**src/rtl/key_event_if.sv**
```systemverilog
// key_event_if: key level, timing thresholds and event outputs of the key event decoder
interface key_event_if #(parameter int CNT_W = 26);
  logic             key_in;
  logic [CNT_W-1:0] long_thresh;
  logic [CNT_W-1:0] dbl_window;
  logic [CNT_W-1:0] repeat_period;
  logic             short_press;
  logic             long_press;
  logic             double_click;
  logic             repeat_pulse;
  logic             key_held;
  logic             busy;
  modport master (
    output key_in, long_thresh, dbl_window, repeat_period,
    input  short_press, long_press, double_click, repeat_pulse, key_held, busy
  );
  modport slave (
    input  key_in, long_thresh, dbl_window, repeat_period,
    output short_press, long_press, double_click, repeat_pulse, key_held, busy
  );
endinterface

```
**src/rtl/key_event_decoder.sv**
```systemverilog
// key_event_decoder: classifies key presses into short/long/double events with auto-repeat
module key_event_decoder #(
  parameter int CNT_W = 26
) (
  input logic clk,
  input logic rst,
  key_event_if.slave bus
);
  typedef enum logic [2:0] {IDLE, PRESS1, WAIT2, PRESS2, LONG_HOLD} state_t;
  state_t           state, state_n;
  logic             key_prev, rise, latch;
  logic [CNT_W-1:0] cnt, cnt_n, rep_cnt, rep_cnt_n;
  logic [CNT_W-1:0] long_thresh_l, dbl_window_l, repeat_period_l;
  logic             short_n, long_n, double_n, repeat_n;
  assign rise = bus.key_in & ~key_prev;
  // Next-state, counter and strobe decode; release and second press win over threshold hits
  always_comb begin
    state_n = state;
    cnt_n = cnt;
    rep_cnt_n = rep_cnt;
    latch = 1'b0;
    short_n = 1'b0;
    long_n = 1'b0;
    double_n = 1'b0;
    repeat_n = 1'b0;
    case (state)
      IDLE: begin
        if (rise) begin
          state_n = PRESS1;
          cnt_n = '0;
          latch = 1'b1;
        end
      end
      PRESS1: begin
        if (!bus.key_in) begin
          state_n = WAIT2;
          cnt_n = '0;
        end else if (cnt >= long_thresh_l) begin
          state_n = LONG_HOLD;
          long_n = 1'b1;
          rep_cnt_n = '0;
        end else cnt_n = cnt + CNT_W'(1);
      end
      WAIT2: begin
        if (bus.key_in) begin
          state_n = PRESS2;
          double_n = 1'b1;
        end else if (cnt >= dbl_window_l) begin
          state_n = IDLE;
          short_n = 1'b1;
        end else cnt_n = cnt + CNT_W'(1);
      end
      PRESS2: state_n = bus.key_in ? PRESS2 : IDLE;
      LONG_HOLD: begin
        if (!bus.key_in) state_n = IDLE;
        else if (repeat_period_l != '0 && rep_cnt >= repeat_period_l) begin
          repeat_n = 1'b1;
          rep_cnt_n = '0;
        end else rep_cnt_n = rep_cnt + CNT_W'(1);
      end
      default: state_n = IDLE;
    endcase
  end
  // State, counters, latched thresholds and registered outputs
  always_ff @(posedge clk) begin
    if (rst) begin
      state <= IDLE;
      key_prev <= 1'b1;
      cnt <= '0;
      rep_cnt <= '0;
      long_thresh_l <= '0;
      dbl_window_l <= '0;
      repeat_period_l <= '0;
      bus.short_press <= 1'b0;
      bus.long_press <= 1'b0;
      bus.double_click <= 1'b0;
      bus.repeat_pulse <= 1'b0;
      bus.key_held <= 1'b0;
      bus.busy <= 1'b0;
    end else begin
      state <= state_n;
      key_prev <= bus.key_in;
      cnt <= cnt_n;
      rep_cnt <= rep_cnt_n;
      if (latch) begin
        long_thresh_l <= bus.long_thresh;
        dbl_window_l <= bus.dbl_window;
        repeat_period_l <= bus.repeat_period;
      end
      bus.short_press <= short_n;
      bus.long_press <= long_n;
      bus.double_click <= double_n;
      bus.repeat_pulse <= repeat_n;
      bus.key_held <= state_n == LONG_HOLD;
      bus.busy <= state_n != IDLE;
    end
  end
endmodule
```
**src/flat_wrapper.sv**
```systemverilog
// flat-port wrapper written by rule: the top's interface ports become plain ports
module key_event_decoder_flat 
#(
  parameter int CNT_W = 26
)
  (clk, rst, bus_key_in, bus_long_thresh, bus_dbl_window, bus_repeat_period, bus_short_press, bus_long_press, bus_double_click, bus_repeat_pulse, bus_key_held, bus_busy);
  key_event_if #(.CNT_W(CNT_W)) bus_i ();
  input logic clk;
  input logic rst;
  input wire logic [$bits(bus_i.key_in)-1:0] bus_key_in;
  input wire logic [$bits(bus_i.long_thresh)-1:0] bus_long_thresh;
  input wire logic [$bits(bus_i.dbl_window)-1:0] bus_dbl_window;
  input wire logic [$bits(bus_i.repeat_period)-1:0] bus_repeat_period;
  output wire logic [$bits(bus_i.short_press)-1:0] bus_short_press;
  output wire logic [$bits(bus_i.long_press)-1:0] bus_long_press;
  output wire logic [$bits(bus_i.double_click)-1:0] bus_double_click;
  output wire logic [$bits(bus_i.repeat_pulse)-1:0] bus_repeat_pulse;
  output wire logic [$bits(bus_i.key_held)-1:0] bus_key_held;
  output wire logic [$bits(bus_i.busy)-1:0] bus_busy;
  assign bus_i.key_in = bus_key_in;
  assign bus_i.long_thresh = bus_long_thresh;
  assign bus_i.dbl_window = bus_dbl_window;
  assign bus_i.repeat_period = bus_repeat_period;
  assign bus_short_press = bus_i.short_press;
  assign bus_long_press = bus_i.long_press;
  assign bus_double_click = bus_i.double_click;
  assign bus_repeat_pulse = bus_i.repeat_pulse;
  assign bus_key_held = bus_i.key_held;
  assign bus_busy = bus_i.busy;
  key_event_decoder #(.CNT_W(CNT_W)) u_core (.clk(clk), .rst(rst), .bus(bus_i));
endmodule
```
**config.mk**
```make
export PLATFORM = sky130hd
export DESIGN_NAME = key_event_decoder_flat
export DESIGN_NICKNAME = d
export VERILOG_FILES = /design/src/rtl/key_event_if.sv /design/src/rtl/key_event_decoder.sv /design/src/flat_wrapper.sv
export SDC_FILE = /design/constraint.sdc
export NUM_CORES = 1
export LEC_CHECK = 0
export ABC_CLOCK_PERIOD_IN_PS = 4200
export BUFFER_PORTS_ARGS = -buffer_cell sky130_fd_sc_hd__clkbuf_2
export CORE_MARGIN = 3
export CORE_UTILIZATION = 50
export DETAILED_ROUTE_END_ITERATION = 16
export PLACE_DENSITY = 0.78
export SYNTH_ARGS = -nofsm -noshare
export SYNTH_HDL_FRONTEND = slang
export SYNTH_SLANG_ARGS = --single-unit
```
**constraint.sdc**
```tcl
create_clock -name clk -period 4.2 [get_ports clk]
set_input_delay 0.84 -clock clk [delete_from_list [all_inputs] [get_ports clk]]
set_output_delay 0.84 -clock clk [all_outputs]
set_load 0.01 [all_outputs]
```
; ---- Word-level counts from Yosys, hierarchy flattened
; Cells that the tools add are included.
[word_totals]
elab_cells = 73
output_inout_bits = 6
register_bits = 140
inputBits = 81
[classes]
n_reduce_logical = 12
add_sub_neg = 2
magnitude_cmp = 3
muxes = 25
n_eq_ne = 12
bitwise = 6
[op_table]
columns = op, count
row1 = two-way mux 26 bit, 9
row2 = >= comparator 26 bit, 3
row3 = one-hot mux 26 bit (3 select lines), 1
row4 = "adder 26 x 1 -> 26 bit, second input constant", 2
row5 = one-hot mux 26 bit (2 select lines), 1
row6 = nonzero test 26 bit, 1
row7 = two-way mux 3 bit, 6
row8 = one-hot mux 3 bit (5 select lines), 1
row9 = OR reduction 3 bit, 3
row10 = "!= test 2 bit, second input constant", 4
row11 = "== test 3 x 2 -> 1 bit, second input constant", 2
row12 = "== test 3 bit, second input constant", 2
row13 = two-way mux 1 bit, 6
row14 = nonzero test 3 bit, 2
row15 = inverter 1 bit, 5
row16 = AND reduction 5 bit, 1
row17 = "!= test 2 x 1 -> 1 bit, second input constant", 2
row18 = AND reduction 4 bit, 1
row19 = "== test 3 x 1 -> 1 bit, second input constant", 1
row20 = logical NOT 3 bit, 1
row21 = "!= test 3 bit, second input constant", 1
row22 = two-way mux 2 bit, 1
row23 = nonzero test 2 bit, 1
row24 = OR reduction 2 bit, 1
row25 = other kinds (2), 2

; ---- Longest topological paths before layout
[logic_depth]
ltp_word = 5
mapped_depth = 11
ltp_nobuf = 10

; ---- Worst setup path after synthesis
; OpenSTA, ideal clock, no wires.
[synth_path]
path_kind = input to register
startpoint = input port bus_key_in
endpoint = register u_core.rep_cnt[23]
path_stages = 8
path_slack_ns = 1.400
required_ns = 4.104
path_buffers = 2
t_arrival_ns = 2.704
path_cell_list = or3b_4 -> or2_1 -> buf_2 -> or4_4 -> a21oi_2 -> a211oi_2 -> buf_2 -> o41ai_2
[synth_via]
elab_chain_len = 2
[synth_lines]
columns = element, line_no
row1 = start: declaration, flat_wrapper.sv:10  ; input wire logic [$bits(bus_i.key_in)-1:0] bus_key_in;
row2 = != test 2 bit (no line), n/a
row3 = AND reduction 4 bit (no line) (*), n/a
row4 = end signal: assignment, key_event_decoder.sv:84  ; rep_cnt <= rep_cnt_n;
row5 = end: declaration, key_event_decoder.sv:12  ; logic [CNT_W-1:0] cnt, cnt_n, rep_cnt, rep_cnt_n;
; Every way passes the cells marked *; elsewhere a longest branch is shown, timed or not.
; A chain may end at the register's enable or synchronous reset.

; ---- Final worst setup path
[layout_path]
startpoint = register u_core.repeat_period_l[20]
endpoint = register u_core.rep_cnt[23]
[layout_via]
elab_chain_len = 5
[layout_lines]
columns = element, line_no
row1 = start: declaration, key_event_decoder.sv:13  ; logic [CNT_W-1:0] long_thresh_l, dbl_window_l, repeat_period_l;
row2 = start signal: assignment, key_event_decoder.sv:88  ; repeat_period_l <= bus.repeat_period;
row3 = >= comparator 26 bit or nonzero test 26 bit (tied branches), key_event_decoder.sv:56  ; else if (repeat_period_l != '0 && rep_cnt >= repeat_period_l) begin
row4 = logical AND 1 bit (*), key_event_decoder.sv:56
row5 = two-way mux 26 bit (*), key_event_decoder.sv:56
row6 = two-way mux 26 bit (*), key_event_decoder.sv:55  ; if (!bus.key_in) state_n = IDLE;
row7 = one-hot mux 26 bit (2 select lines) (*), key_event_decoder.sv:26  ; case (state)
; Every way passes the cells marked *; elsewhere a longest branch is shown, timed or not. The select of a mux whose other input is x is not followed.

==> metrics.csv <==
stage,metric,value,unit
yosys,synth_cell_types,56,
placed_design,port_buffers,86,
sta,min_period_over_period,0.838,
yosys,avgSynthCellArea,7.73,µm²
placed_design,dpl.hpwl,13200,µm
yosys,ys_seq_elements,140,
clock_tree,htreeDepth,4,
sta,tightest_slew,1.22,ns
yosys,synthCells,990,
critical_path,cp.arrival,3.79,ns
clock_tree,cts_max_path_buffers,2,
routing,via_count,6999,
critical_path,slowest_delay,1.06,ns
final_layout,layout_common_cells,"nand2_1, dfxtp_1, a21oi_1, inv_1, clkbuf_2",
clock_tree,cts_hold_buf,0,
sta,setup_slack,0.681,ns
grt,gr-total-overflow,0,
yosys,synth_edf_count,0,
sta,fmax,284,MHz
sta,relSlewSlack,0.186,
floorplan,die_width,130,µm
final_layout,antenna_cells,0,
routing,post_drt_via_cell_ratio,5.57,
clock_tree,cts_resized,0,
floorplan,dieArea,16800,µm²
grt,grtUsageTotal,0.229,
floorplan,die_h,130,µm
yosys,async_flop_share,0,
critical_path,crit_path_cell_trace,"inv_1, ha_1, o21ai_0, o21a_1, o21ai_0, a2111oi_0, a211oi_4, buf_4, nor2_1, o21ai_0, o41ai_2",
routing,antenna_left,0,
final_layout,layout_commonest_cell,nand2_1,
routing,drt_first_iter_violations,539,
clock_tree,post-cts-setup-buffers,0,
critical_path,r2r_cells,11,
sta,setup_violations,0,
final_layout,nNetsFinal,1221,
floorplan,core,14800,µm²
yosys,synth-seq-area-share,0.366,
critical_path,cpMaxStageDelayCell,a211oi_4,
yosys,synth_nets,1151,
placed_design,place_ws,0.724,ns
worst_hold_path,hold_depth,2,
clock_tree,path_clk_slew,0.06,ns
routing,route.detailed.drc,0,
yosys,synthTopCellsByArea,"dfxtp_1, ha_1, nand2_1",
critical_path,cp_max_fo,34,
yosys,synth_top_area_frac,0.366,
final_layout,drive_gt1_frac,0.125,
grt,grt_pass1_wl,30900,µm
flow_run,cap_violations,0,
clock_tree,cts_buffers,17,
sta,report.final.slew_viol_count,0,
floorplan,rows,44,
sta,min_period,3.52,ns
critical_path,crit_top_cell,o21ai_0,
critical_path,cp.required,4.47,ns
final_layout,area_growth,15.1,%
sta,finalSetupTns,0,ns
sta,rsz0062_at_grt,no,
routing,drt-total-wl,18500,µm
status,status,"finished, final reports clean",
grt,grt_max_degree,77,
floorplan,io-pin-count,87,
yosys,ys_warn_count,0,
yosys,ys.flop_type,dfxtp_1,
clock_tree,clockRootBuffer,clkbuf_16,
sta,skew,0.00834,ns
routing,drtPass1Iterations,6,
pwr,powerDensity,367,nW/µm²
critical_path,startpoint_type,register,
grt,grt_pass1_vias,6403,
worst_hold_path,hold_class,register to register,
yosys,synth_area_leader_cell,dfxtp_1,
routing,wl_per_cell,14.8,µm
floorplan,initial_core_util,0.519,
final_layout,final_area,8810,µm²
pwr,ir_drop,0.000315,V
placed_design,globalplace.congestion,0.863,
critical_path,path_class,register to register,
clock_tree,clock_sinks,140,
clock_tree,clock_latency,0.43,ns
grt,grt_antenna_before_repair,0,
pwr,p_total,3.23,mW
critical_path,cp-end-kind,register,
pwr,p_leak,3.47,nW
sta,timing_hold_violations_final,0,
placed_design,place_area,8190,µm²
yosys,netlist_area,7650,µm²
clock_tree,cts_tree,done,
-- Yosys cell counts, types with 3 or more instances --
cell      number
a211oi_1       9
buf_6          4
nand2b_1      12
or4_1          8
dfxtp_1      140
and2_1         6
a21o_1         5
clkbuf_1      33
ha_1          80
o21ai_0       54
nor2_1        42
o41ai_1        3
or3_1         14
xor2_1         4
and4_1         3
inv_1         89
o31ai_1       18
nor2b_1        6
nand3_1       25
and3_1        16
xnor2_1        5
o211ai_1       3
a21oi_1      126
nor3_1         7
nand2_1      200
nand4_1       23
a31oi_1        4
nor4_1        14
-- stage by stage --
stage                     hold slack, ns  cells  utilization
after global placement             0.442   1225        0.555
after floorplan                    0.436    990            -
after detailed placement           0.447   1225        0.555
after global routing               0.469   1256        0.597
final                              0.452   1256        0.597
after CTS                          0.454   1256        0.597
-- logic make-up after synthesis --
group | count (synthesis) | synth area share
buffers and inverters | 130 | 0.0680
AND/OR/NAND/NOR | 388 | 0.238
flip-flops | 140 | 0.366
AO/OA/AOI/OAI | 243 | 0.186
XOR/XNOR | 9 | 0.0103
adder cells (fa/ha/maj) | 80 | 0.131
-- critical path: cells and delay by family, from the launching register on --
family | cells | cell delay, ns
compound gates | 7 | 2.25
buf+inv | 2 | 0.39
simple gates | 1 | 0.06
flops | 1 | 0.34
fa+ha+maj | 1 | 0.31
-- layer usage --
metal	routed length, µm	part of all wire	GRT usage
met1	9100	0.49	0.323
met2	8180	0.44	0.353
met3	999	0.054	0.0528
met4	266	0.014	0.0623
met5	0	0	0
-- sequential cells by signal, summed over array words and instances, names as in the netlist --
name,cells
u_core.bus.busy,1
u_core.bus.double_click,1
u_core.bus.key_held,1
u_core.bus.long_press,1
u_core.bus.repeat_pulse,1
u_core.bus.short_press,1
u_core.cnt,26
u_core.dbl_window_l,26
u_core.key_prev,1
u_core.long_thresh_l,26
u_core.rep_cnt,26
u_core.repeat_period_l,26
u_core.state,3
-- power breakdown --
part	internal (mW)	switching, mW	total, mW
Combinational	0.101	0.160	0.261
Clock	1.02	0.580	1.60
Sequential	1.36	0.0197	1.38
Total	2.48	0.759	3.23
-- worst paths after layout --
kind	to	slack, ns	start
worst max-delay path	u_core.rep_cnt[23]$_SDFFE_PP0P_	0.68	u_core.repeat_period_l[20]$_SDFFE_PP0P_
worst min-delay path	u_core.dbl_window_l[11]$_SDFFE_PP0P_	0.45	u_core.dbl_window_l[11]$_SDFFE_PP0P_
worst max register to register	u_core.rep_cnt[23]$_SDFFE_PP0P_	0.68	u_core.repeat_period_l[20]$_SDFFE_PP0P_
worst min register to register	u_core.dbl_window_l[11]$_SDFFE_PP0P_	0.45	u_core.dbl_window_l[11]$_SDFFE_PP0P_
-- area by class of cell --
cell class              instances  area (µm²)
fillers                      1355        5940
multi-input cells             720        4350
flip-flops and latches        140        2800
repair buffers                 92         475
clock buffers                  19         453
inverters                      89         334
well taps                     184         230
clock inverters                12         170
(Power assumes the default switching activity.)
